$ cat src/rtl/reg_slice_vr_s.sv
// Valid/ready register slice with a two-entry skid buffer.
// Every output is decoded from flops, so neither handshake direction has a combinational path.
`ifndef REG_DELAY_CYCLE
`define REG_DELAY_CYCLE
`endif

module reg_slice_vr_s #(
  parameter int DATA_WIDTH = 32
) (
  input  logic                  i_clk,
  input  logic                  i_rst_n,
  input  logic                  i_flush,
  input  logic                  i_in_valid,
  input  logic [DATA_WIDTH-1:0] i_in_data,
  output logic                  o_in_ready,
  output logic                  o_out_valid,
  output logic [DATA_WIDTH-1:0] o_out_data,
  input  logic                  i_out_ready,
  output logic [1:0]            o_count
);

  typedef enum logic [1:0] {
    EMPTY = 2'd0,
    ONE   = 2'd1,
    FULL  = 2'd2
  } state_e;

  state_e                state_q, state_d;
  logic [DATA_WIDTH-1:0] main_q, skid_q;
  logic                  in_fire, out_fire;
  logic                  load_main_in, load_main_skid, load_skid;

  // The state encoding doubles as the held-beat count.
  assign o_in_ready  = (state_q != FULL);
  assign o_out_valid = (state_q != EMPTY);
  assign o_out_data  = main_q;
  assign o_count     = state_q;

  assign in_fire  = i_in_valid & o_in_ready;
  assign out_fire = o_out_valid & i_out_ready;

  always_comb begin
    state_d        = state_q;
    load_main_in   = 1'b0;
    load_main_skid = 1'b0;
    load_skid      = 1'b0;
    case (state_q)
      EMPTY: begin
        if (in_fire) begin
          load_main_in = 1'b1;
          state_d      = ONE;
        end
      end
      ONE: begin
        if (in_fire && out_fire) begin
          load_main_in = 1'b1;
        end else if (in_fire) begin
          load_skid = 1'b1;
          state_d   = FULL;
        end else if (out_fire) begin
          state_d = EMPTY;
        end
      end
      FULL: begin
        if (out_fire) begin
          load_main_skid = 1'b1;
          state_d        = ONE;
        end
      end
      default: state_d = EMPTY;
    endcase
  end

  // Flush only collapses the state; data registers keep whatever they loaded.
  always_ff @(posedge i_clk) begin
    if (!i_rst_n) begin
      state_q <= EMPTY;
      main_q  <= '0;
      skid_q  <= '0;
    end else begin
      state_q <= i_flush ? EMPTY : state_d;
      if (load_main_in) begin
        main_q <= `REG_DELAY_CYCLE i_in_data;
      end else if (load_main_skid) begin
        main_q <= `REG_DELAY_CYCLE skid_q;
      end
      if (load_skid) begin
        skid_q <= `REG_DELAY_CYCLE i_in_data;
      end
    end
  end

`ifdef REG_CHECK
  reg_chk #(.WIDTH(DATA_WIDTH)) u_chk_in (
    .i_clk  (i_clk),
    .i_rst_n(i_rst_n),
    .i_en   (i_in_valid),
    .i_data (i_in_data)
  );

  reg_chk #(.WIDTH(DATA_WIDTH)) u_chk_out (
    .i_clk  (i_clk),
    .i_rst_n(i_rst_n),
    .i_en   (o_out_valid),
    .i_data (o_out_data)
  );
`endif

endmodule

$ cat config.mk
export PLATFORM = sky130hd
export DESIGN_NAME = reg_slice_vr_s
export DESIGN_NICKNAME = d
export VERILOG_FILES = /design/src/rtl/reg_slice_vr_s.sv
export SDC_FILE = /design/constraint.sdc
export NUM_CORES = 1
export LEC_CHECK = 0
export CAP_MARGIN = 30
export CORE_UTILIZATION = 25
export CTS_CLUSTER_SIZE = 16
export DETAILED_ROUTE_END_ITERATION = 6
export PLACE_DENSITY = 0.48
export SLEW_MARGIN = 10
export SYNTH_ARGS = -nofsm -noshare
export SYNTH_HDL_FRONTEND = slang
export SYNTH_SLANG_ARGS = --single-unit
$ cat constraint.sdc
create_clock -name i_clk -period 2.23 [get_ports i_clk]
set_input_delay 0.446 -clock i_clk [delete_from_list [all_inputs] [get_ports i_clk]]
set_output_delay 0.446 -clock i_clk [all_outputs]
set_load 0.02 [all_outputs]
Word-level counts from Yosys, hierarchy flattened
Cells that the tools add are included.
{"block": "totals", "output_inout_bits": 36, "inputBits": 37, "register_bits": 66, "wordCells": 34}
{"block": "classes", "mux": 15, "bitwise_logic": 3, "eq_ne": 7, "n_reduce_logical": 6}
{"cell": "2-to-1 mux 32 bit", "count": 2}
{"cell": "2-to-1 mux 2 bit", "count": 5}
{"cell": "inequality test 2 bit, second input constant", "count": 4}
{"cell": "2-to-1 mux 1 bit", "count": 6}
{"cell": "one-hot mux 2 bit (3 select lines)", "count": 1}
{"cell": "AND reduction 4 bit", "count": 1}
{"cell": "nonzero test 2 bit", "count": 2}
{"cell": "inequality test 3 bit, second input constant", "count": 1}
{"cell": "AND 1 bit", "count": 2}
{"cell": "equality test 2 x 1 -> 1 bit, second input constant", "count": 1}
{"cell": "equality test 2 bit, second input constant", "count": 1}
{"cell": "logical NOT 2 bit", "count": 1}
{"cell": "one-hot mux 1 bit (2 select lines)", "count": 1}
{"cell": "OR reduction 2 bit", "count": 1}
{"cell": "logical AND 1 bit", "count": 1}
{"cell": "inverter 1 bit", "count": 1}

Longest topological paths before layout
Gate-level depths: netlist of the first run.
{"block": "depth", "depth_word": 6, "mapped_depth": 5, "ltp_nobuf": 3}

Least setup slack after synthesis of the first run
OpenSTA, ideal clock, no wires.
{"block": "synth_path", "path_kind": "flip-flop to flip-flop", "start": "register state_q[0], in the netlist o_count[0]", "end": "register main_q[0], in the netlist o_out_data[0]", "required_ps": 2111, "period_less_slack_ps": 1434, "path_stages_with_launch": 6, "setup_ps": 119, "path_buffers": 2, "path_slack_ps": 796, "t_arrival_ps": 1315, "cell_sequence": "dfxtp_1 > nor2b_4 > o21ai_2 > buf_6 > buf_6 > o221a_2"}
{"block": "synth_between", "elab_chain_len": 6, "elab_cells_between_ends": 15, "classes_between": "3 x eq/ne; 6 x mux; 2 x bitwise; 4 x reduce/logical"}
{"element": "start, declared", "line_no": "28", "source": "state_e state_q, state_d;"}
{"element": "start signal, assigned", "line_no": "81", "source": "state_q <= i_flush ? EMPTY : state_d;"}
{"element": "inequality test 2 bit or nonzero test 2 bit (tied branches)", "line_no": "34, 35"}
{"element": "AND 1 bit (on tied branches)", "line_no": "39, 40"}
{"element": "logical AND 1 bit", "line_no": "55", "source": "if (in_fire && out_fire) begin"}
{"element": "2-to-1 mux 1 bit", "line_no": "55"}
{"element": "one-hot mux 1 bit (2 select lines)", "line_no": "47", "source": "case (state_q)"}
{"element": "2-to-1 mux 32 bit or nonzero test 2 bit (tied branches)"}
{"element": "end signal, assigned", "line_no": "83", "source": "main_q <= `REG_DELAY_CYCLE i_in_data;"}
{"element": "end signal, assigned", "line_no": "85", "source": "main_q <= `REG_DELAY_CYCLE skid_q;"}
{"element": "end, declared", "line_no": "29", "source": "logic [DATA_WIDTH-1:0] main_q, skid_q;"}
Several ways; a longest one is shown, not always the timed one.
A chain may end at the register's enable or synchronous reset.

Final worst setup path of the first run
{"block": "layout_path", "start": "register state_q[1], in the netlist o_count[1]", "end": "output port o_in_ready"}
{"block": "layout_between", "elab_chain_len": 1}
{"element": "inequality test 2 bit", "line_no": "34", "source": "assign o_in_ready = (state_q != FULL);"}
{"element": "end, declared", "line_no": "15", "source": "output logic o_in_ready,"}
No other way between the ends.

==> impl_results.md, run 1 <==
* Slew @ Worst Pin at 0.4112 ns
* Setup WS pre-CTS at 0.1327 ns
* Antenna violations before repair at 0
* TritonCTS Buffers at 9
* Post-route cell area at 3730 um^2
* CP endpoint kind: primary output
* Largest net degree at the start of global routing at 34
* Worst path cell trace: or2b_1 -> clkdlybuf4s50_1
* Via count at 2,188
* Share of layout cells above drive strength 1 at 17.01%
* Top post-synthesis cells by area: dfxtp_1 49%, o221a_2 11%, nand2_1 9.1%
* Drt drc at 0
* Post-synth cell types at 27
* Post-Layout Cell Count at 477
* Leading cell types in the layout, fill and taps excluded: 71 x clkdlybuf4s50_1, 66 x nand2_1, 66 x dfxtp_1, 29 x o21a_1, 27 x o221a_2
* Sequential element share of the synthesized area at 48.69%
* Peak supply drop at 0.2347 mV
* RSZ-0062 raised after global routing: false
* Clock Path Buffers at 2
* Clock Latency Late Sink at 0.34 ns
* Clock-pin transition on the worst setup and hold timing paths at 0.07 ns
* Die Width at 106.2 um
* Clock share of power at 38.5%
* I/O Pins at 73
* Clk sink count at 66
* Layout Nets at 373
* Max-slew headroom at 72.59%
* Netlist Area Pre-Place at 2714 um^2
* Slowest CP cell: clkdlybuf4s50_1
* Logic pwr share at 14.6%
* Fill count at 1,029
* PortBufs at 72
* Period utilization at 94.26%
* Cells after Synth at 269
* Leakage power at 1.332 nW
* DIE AREA at 11,280 um^2
* N_diodes at 0
* Crit path max-delay family: buffers and inverters
* CTS Hold Bufs at 0
* Clock Skew at 0.007625 ns
* Top cell type's share of synthesized area at 48.69%
* Layout area overhead at 37.44%
* H-tree levels at 3
* Placer Congestion at 0.7042
* Max-cap violation count at 0
* Core area at 10,420 um^2
* Initial DRC Count at 54
* PD cells at 722.7 nW/um^2
* NetSw at 0.6709 mW
* Mapped Avg Cell Area at 10.09 um^2
* Hold WS at 0.4567 ns
* Critical Path Source Type: flop
* Max Clk Rate at 475.7 MHz
* Total GRT Usage at 13.33%
* Status: finished clean
* Critical path arrival at 1.66 ns
* Yosys warns at 0
* Final WL at 7030 um
* Final Setup Violations at 0
* Critical path required time at 1.78 ns
* Crit Path Max Fanout at 9
* Slowest stage delay, CP at 0.54 ns
* Site row count at 37
* Most common cell after layout, fill and taps aside: clkdlybuf4s50_1
* CTS tree: done
* Post-CTS Setup Bufs at 0
* Root Driver: clkbuf_8
* Die height at 106.2 um
* Worst setup margin at 0.1279 ns
* Post-synthesis net count at 306
* DP Wirelength at 4393 um
* WP buf/inv at 1
* Tmin final at 2.102 ns
* Pre-Repair DR Iteration Count at 4
* Dpl cells at 461
* Total gr overflow at 0
* Dpl cell area at 3525 um^2
* Fin Setup TNS at 0 ns
* First-pass GRT wire length at 11,680 um
* Switching fraction of total power at 24.89%
* Initial Util at 26.05%
* WL per Instance at 14.74 um
* Fin util at 35.81%
* Routed vias/inst at 4.587
* Final hold viol count at 0
* Reg power frac at 47.0%
* Vias in the first global route at 2,256
* Final ANT Viol Nets at 0
* Resized cells post-CTS at 0
* WS Path Type: flop to primary output
* Slew Viols, Final at 0
* Cell accounting for the most synthesized area: dfxtp_1
* Worst Hold Class: flop to flop
* Cell Int Power at 2.025 mW
* Flops & latches, synth at 66
* Total design power at 2.696 mW
-- registers in the layout (all words and copies together) (netlist names) --
name and flops:
o_out_data 32, skid_q 32, o_count 2
-- worst min-delay path, stage by stage, from the launching register on --
cell and delay (ns):
dfxtp_1 0.31, nand2_1 0.05, a21boi_1 0.05
-- metal layers --
layer	wire [um]	global-route usage, %	vias to the layer above
li1	-	-	1099
met1	3395	17.34	1023
met2	3189	20.59	54
met3	307	2.882	12
met4	137	6.944	0
met5	0	0	-
-- kinds of logic (layout without fill, tap and decap cells) --
family / after synthesis / after routing / share of synthesized area, %
buf+inv: 24 / 96 / 6.086
flops: 66 / 66 / 48.69
compound gates: 99 / 99 / 31.12
simple gates: 77 / 77 / 13.00
mux: 3 / 3 / 1.107
-- final timing paths --
check / from / cells after the start / slack, ns / endpoint
hold / removal: skid_q[4] / 2 / 0.46 / skid_q[4]
hold reg to reg: skid_q[4] / 2 / 0.46 / skid_q[4]
setup reg to reg: o_count[0] / 4 / 0.68 / o_out_data[23]
setup / recovery: o_count[1] / 2 / 0.13 / o_in_ready
-- power by group through the flow --
| stage | sequential, mW | clock [mW] | combinational, mW |
|---|---|---|---|
| floorplan | 1.34 | 0 | 0.142 |
| CTS | 1.27 | 1.07 | 0.398 |
| detailed placement | 1.29 | 0 | 0.397 |
| finish | 1.27 | 1.04 | 0.393 |
| global route | 1.27 | 1.13 | 0.421 |
| global placement | 1.29 | 0 | 0.394 |
-- area by class of cell --
cell class | instances | area (um^2) | share of cell area (%)
Tap cell | 136 | 170.2 | 4.562
Clock inverter | 4 | 50.05 | 1.342
Sequential cell | 66 | 1321 | 35.42
Timing Repair Buffer | 80 | 800.8 | 21.47
Multi-Input combinational cell | 179 | 1232 | 33.04
Clock buffer | 12 | 155.1 | 4.160
-- Yosys cell counts (all sizes together) --
library cell,number
o21ai,1
a31oi,1
nand3b,1
buf,18
nor2b,2
mux2i,3
nand2,66
a211oi,1
or2b,1
or3,1
nand2b,3
dfxtp,66
o221a,29
nand4bb,1
o21a,29
a21boi,32
o31ai,3
clkbuf,6
a21oi,3
and4bb,1
or2,1
No activity file was read; power rests on OpenSTA's default activity.
==> run 2, diff against run 1 <==
Settings changed: SKIP_CTS_REPAIR_TIMING set to 1.
==> results of run 2 <==
Final layout, timing and power as in run 1 (identical DEF).
==> run 3, diff against run 2 <==
Settings changed: CELL_PAD_IN_SITES_DETAIL_PLACEMENT set to 1, CELL_PAD_IN_SITES_GLOBAL_PLACEMENT set to 2, PLACE_DENSITY 0.48 to 0.7.
Clock period 2.23 ns to 2.2 ns, I/O delays scaled along.
==> impl_results.md, run 3 (synthesized netlist as in run 1, its figures left out) <==
* CTS tree: done (unchanged)
* Layout area overhead at 38.45% (was 37.44%)
* Drt drc at 0 (unchanged)
* Core area at 10,420 um^2 (unchanged)
* Peak supply drop at 0.2469 mV (was 0.2347 mV)
* Total GRT Usage at 14.12% (was 13.33%)
* Period utilization at 94.18%
* Die Width at 106.2 um (unchanged)
* Final ANT Viol Nets at 0 (unchanged)
* Vias in the first global route at 2,407 (was 2,256)
* Via count at 2,283 (was 2,188)
* Cell Int Power at 2.082 mW (was 2.025 mW)
* PortBufs at 72 (unchanged)
* Logic pwr share at 14.6% (about the same)
* Status: finished clean (unchanged)
* Most common cell after layout, fill and taps aside: clkdlybuf4s50_1 (unchanged)
* Worst Hold Class: flop to flop (unchanged)
* Antenna violations before repair at 0 (unchanged)
* Share of layout cells above drive strength 1 at 17.54% (was 17.01%)
* WS Path Type: flop to primary output (unchanged)
* Dpl cell area at 3552 um^2 (was 3525 um^2)
* Clock Skew at 0.007238 ns (was 0.007625 ns)
* Final Setup Violations at 0 (unchanged)
* N_diodes at 0 (unchanged)
* Final WL at 7428 um (was 7030 um)
* Slew @ Worst Pin at 0.4380 ns (was 0.4112 ns)
* CP endpoint kind: primary output (unchanged)
* Critical path arrival at 1.63 ns (was 1.66 ns)
* Pre-Repair DR Iteration Count at 4 (unchanged)
* Leakage power at 1.355 nW (was 1.332 nW)
* PD cells at 732.7 nW/um^2 (was 722.7 nW/um^2)
* Clock-pin transition on the worst setup and hold timing paths at 0.07 ns (about the same)
* Reg power frac at 46.7% (was 47.0%)
* DIE AREA at 11,280 um^2 (unchanged)
* WL per Instance at 15.54 um (was 14.74 um)
* Layout Nets at 375 (was 373)
* H-tree levels at 3 (unchanged)
* Clock share of power at 38.7% (was 38.5%)
* Placer Congestion at 0.7114 (was 0.7042)
* Clock Path Buffers at 2 (unchanged)
* Origin of the critical flop-to-flop path: o_count[0] (unchanged)
* Fin util at 36.07% (was 35.81%)
* Critical path required time at 1.76 ns (was 1.78 ns)
* Max-cap violation count at 0 (unchanged)
* Worst Hold Launch: skid_q[7] (was skid_q[4])
* Leading cell types in the layout, fill and taps excluded: 71 x clkdlybuf4s50_1, 66 x nand2_1, 65 x dfxtp_1, 29 x o21a_1, 27 x o221a_2 (was 71 x clkdlybuf4s50_1, 66 x nand2_1, 66 x dfxtp_1, 29 x o21a_1, 27 x o221a_2)
* Total gr overflow at 0 (unchanged)
* NetSw at 0.6710 mW (was 0.6709 mW)
* Initial DRC Count at 74 (was 54)
* Routed vias/inst at 4.776 (was 4.587)
* Slew Viols, Final at 0 (unchanged)
* Crit Path Max Fanout at 9 (unchanged)
* Fin Setup TNS at 0 ns (unchanged)
* TritonCTS Buffers at 9 (unchanged)
* DP Wirelength at 4824 um (was 4393 um)
* Root Driver: clkbuf_8 (unchanged)
* Clock Latency Late Sink at 0.34 ns (about the same)
* First-pass GRT wire length at 12,300 um (was 11,680 um)
* Switching fraction of total power at 24.38% (was 24.89%)
* Post-route cell area at 3757 um^2 (was 3730 um^2)
* Clk sink count at 66 (unchanged)
* I/O Pins at 73 (unchanged)
* Tmin final at 2.072 ns
* Final hold viol count at 0 (unchanged)
* Max Clk Rate at 482.7 MHz
* Largest net degree at the start of global routing at 33 (was 34)
* Die height at 106.2 um (unchanged)
* RSZ-0062 raised after global routing: false (unchanged)
* Max-slew headroom at 70.80% (was 72.59%)
* Initial Util at 26.05% (unchanged)
* Worst setup path startpoint: o_count[0] (was o_count[1])
* Site row count at 37 (unchanged)
* Critical Path Source Type: flop (unchanged)
## run 3: cell count changes in the layout (fill, tap and decap cells not counted), sizes merged
cell | previous run | this run
buf | 9 | 11
clkinvlp | 2 | 0
clkbuf | 12 | 13
## run 3: area by class of cell
class                           instances  area (um^2)
Multi-Input combinational cell        179         1232
Clock inverter                          2        35.03
Timing Repair Buffer                   82        828.3
Fill cell                            1178         6659
Clock buffer                           13        168.9
Sequential cell                        66         1323
Tap cell                              136        170.2
## run 3: final timing paths
path         cells after the start  slack (ns)              to
max                              2        0.13      o_in_ready
max reg2reg                      4        0.62  o_out_data[16]
min reg2reg                      2        0.45       skid_q[7]
min                              2        0.45       skid_q[7]
## run 3: critical path, stage by stage (launching register included)
cell and delay (ns):
dfxtp_1 0.49, or2b_1 0.18, clkdlybuf4s50_1 0.61
## run 3: power groups by stage
stage          combinational [mW]  sequential (mW)  clock [mW]
3_5_place_dp                0.409             1.31           0
5_1_grt                     0.432             1.29        1.16
2_1_floorplan               0.144             1.36           0
3_3_place_gp                0.405             1.31           0
4_1_cts                     0.410             1.29        1.10
6_report                    0.403             1.28        1.07
## run 3: per-stage QoR
step,std cells,power [mW],worst slack (ns),hold slack (ns)
finish,478,2.753,0.1281,0.4537
floorplan,269,1.506,0.7661,0.4344
CTS,478,2.798,0.03558,0.4558
detailed placement,463,1.720,0.2236,0.4469
global route,478,2.884,0.01932,0.4748
global placement,463,1.716,0.2466,0.4402
## run 3: per-layer routing
layer / global-route usage (%) / share of wire (%) / vias up
met5: 0 / 0 / -
li1: - / - / 1101
met3: 3.066 / 3.7 / 10
met1: 17.90 / 48 / 1127
met2: 22.77 / 47 / 45
met4: 6.548 / 1.7 / 0
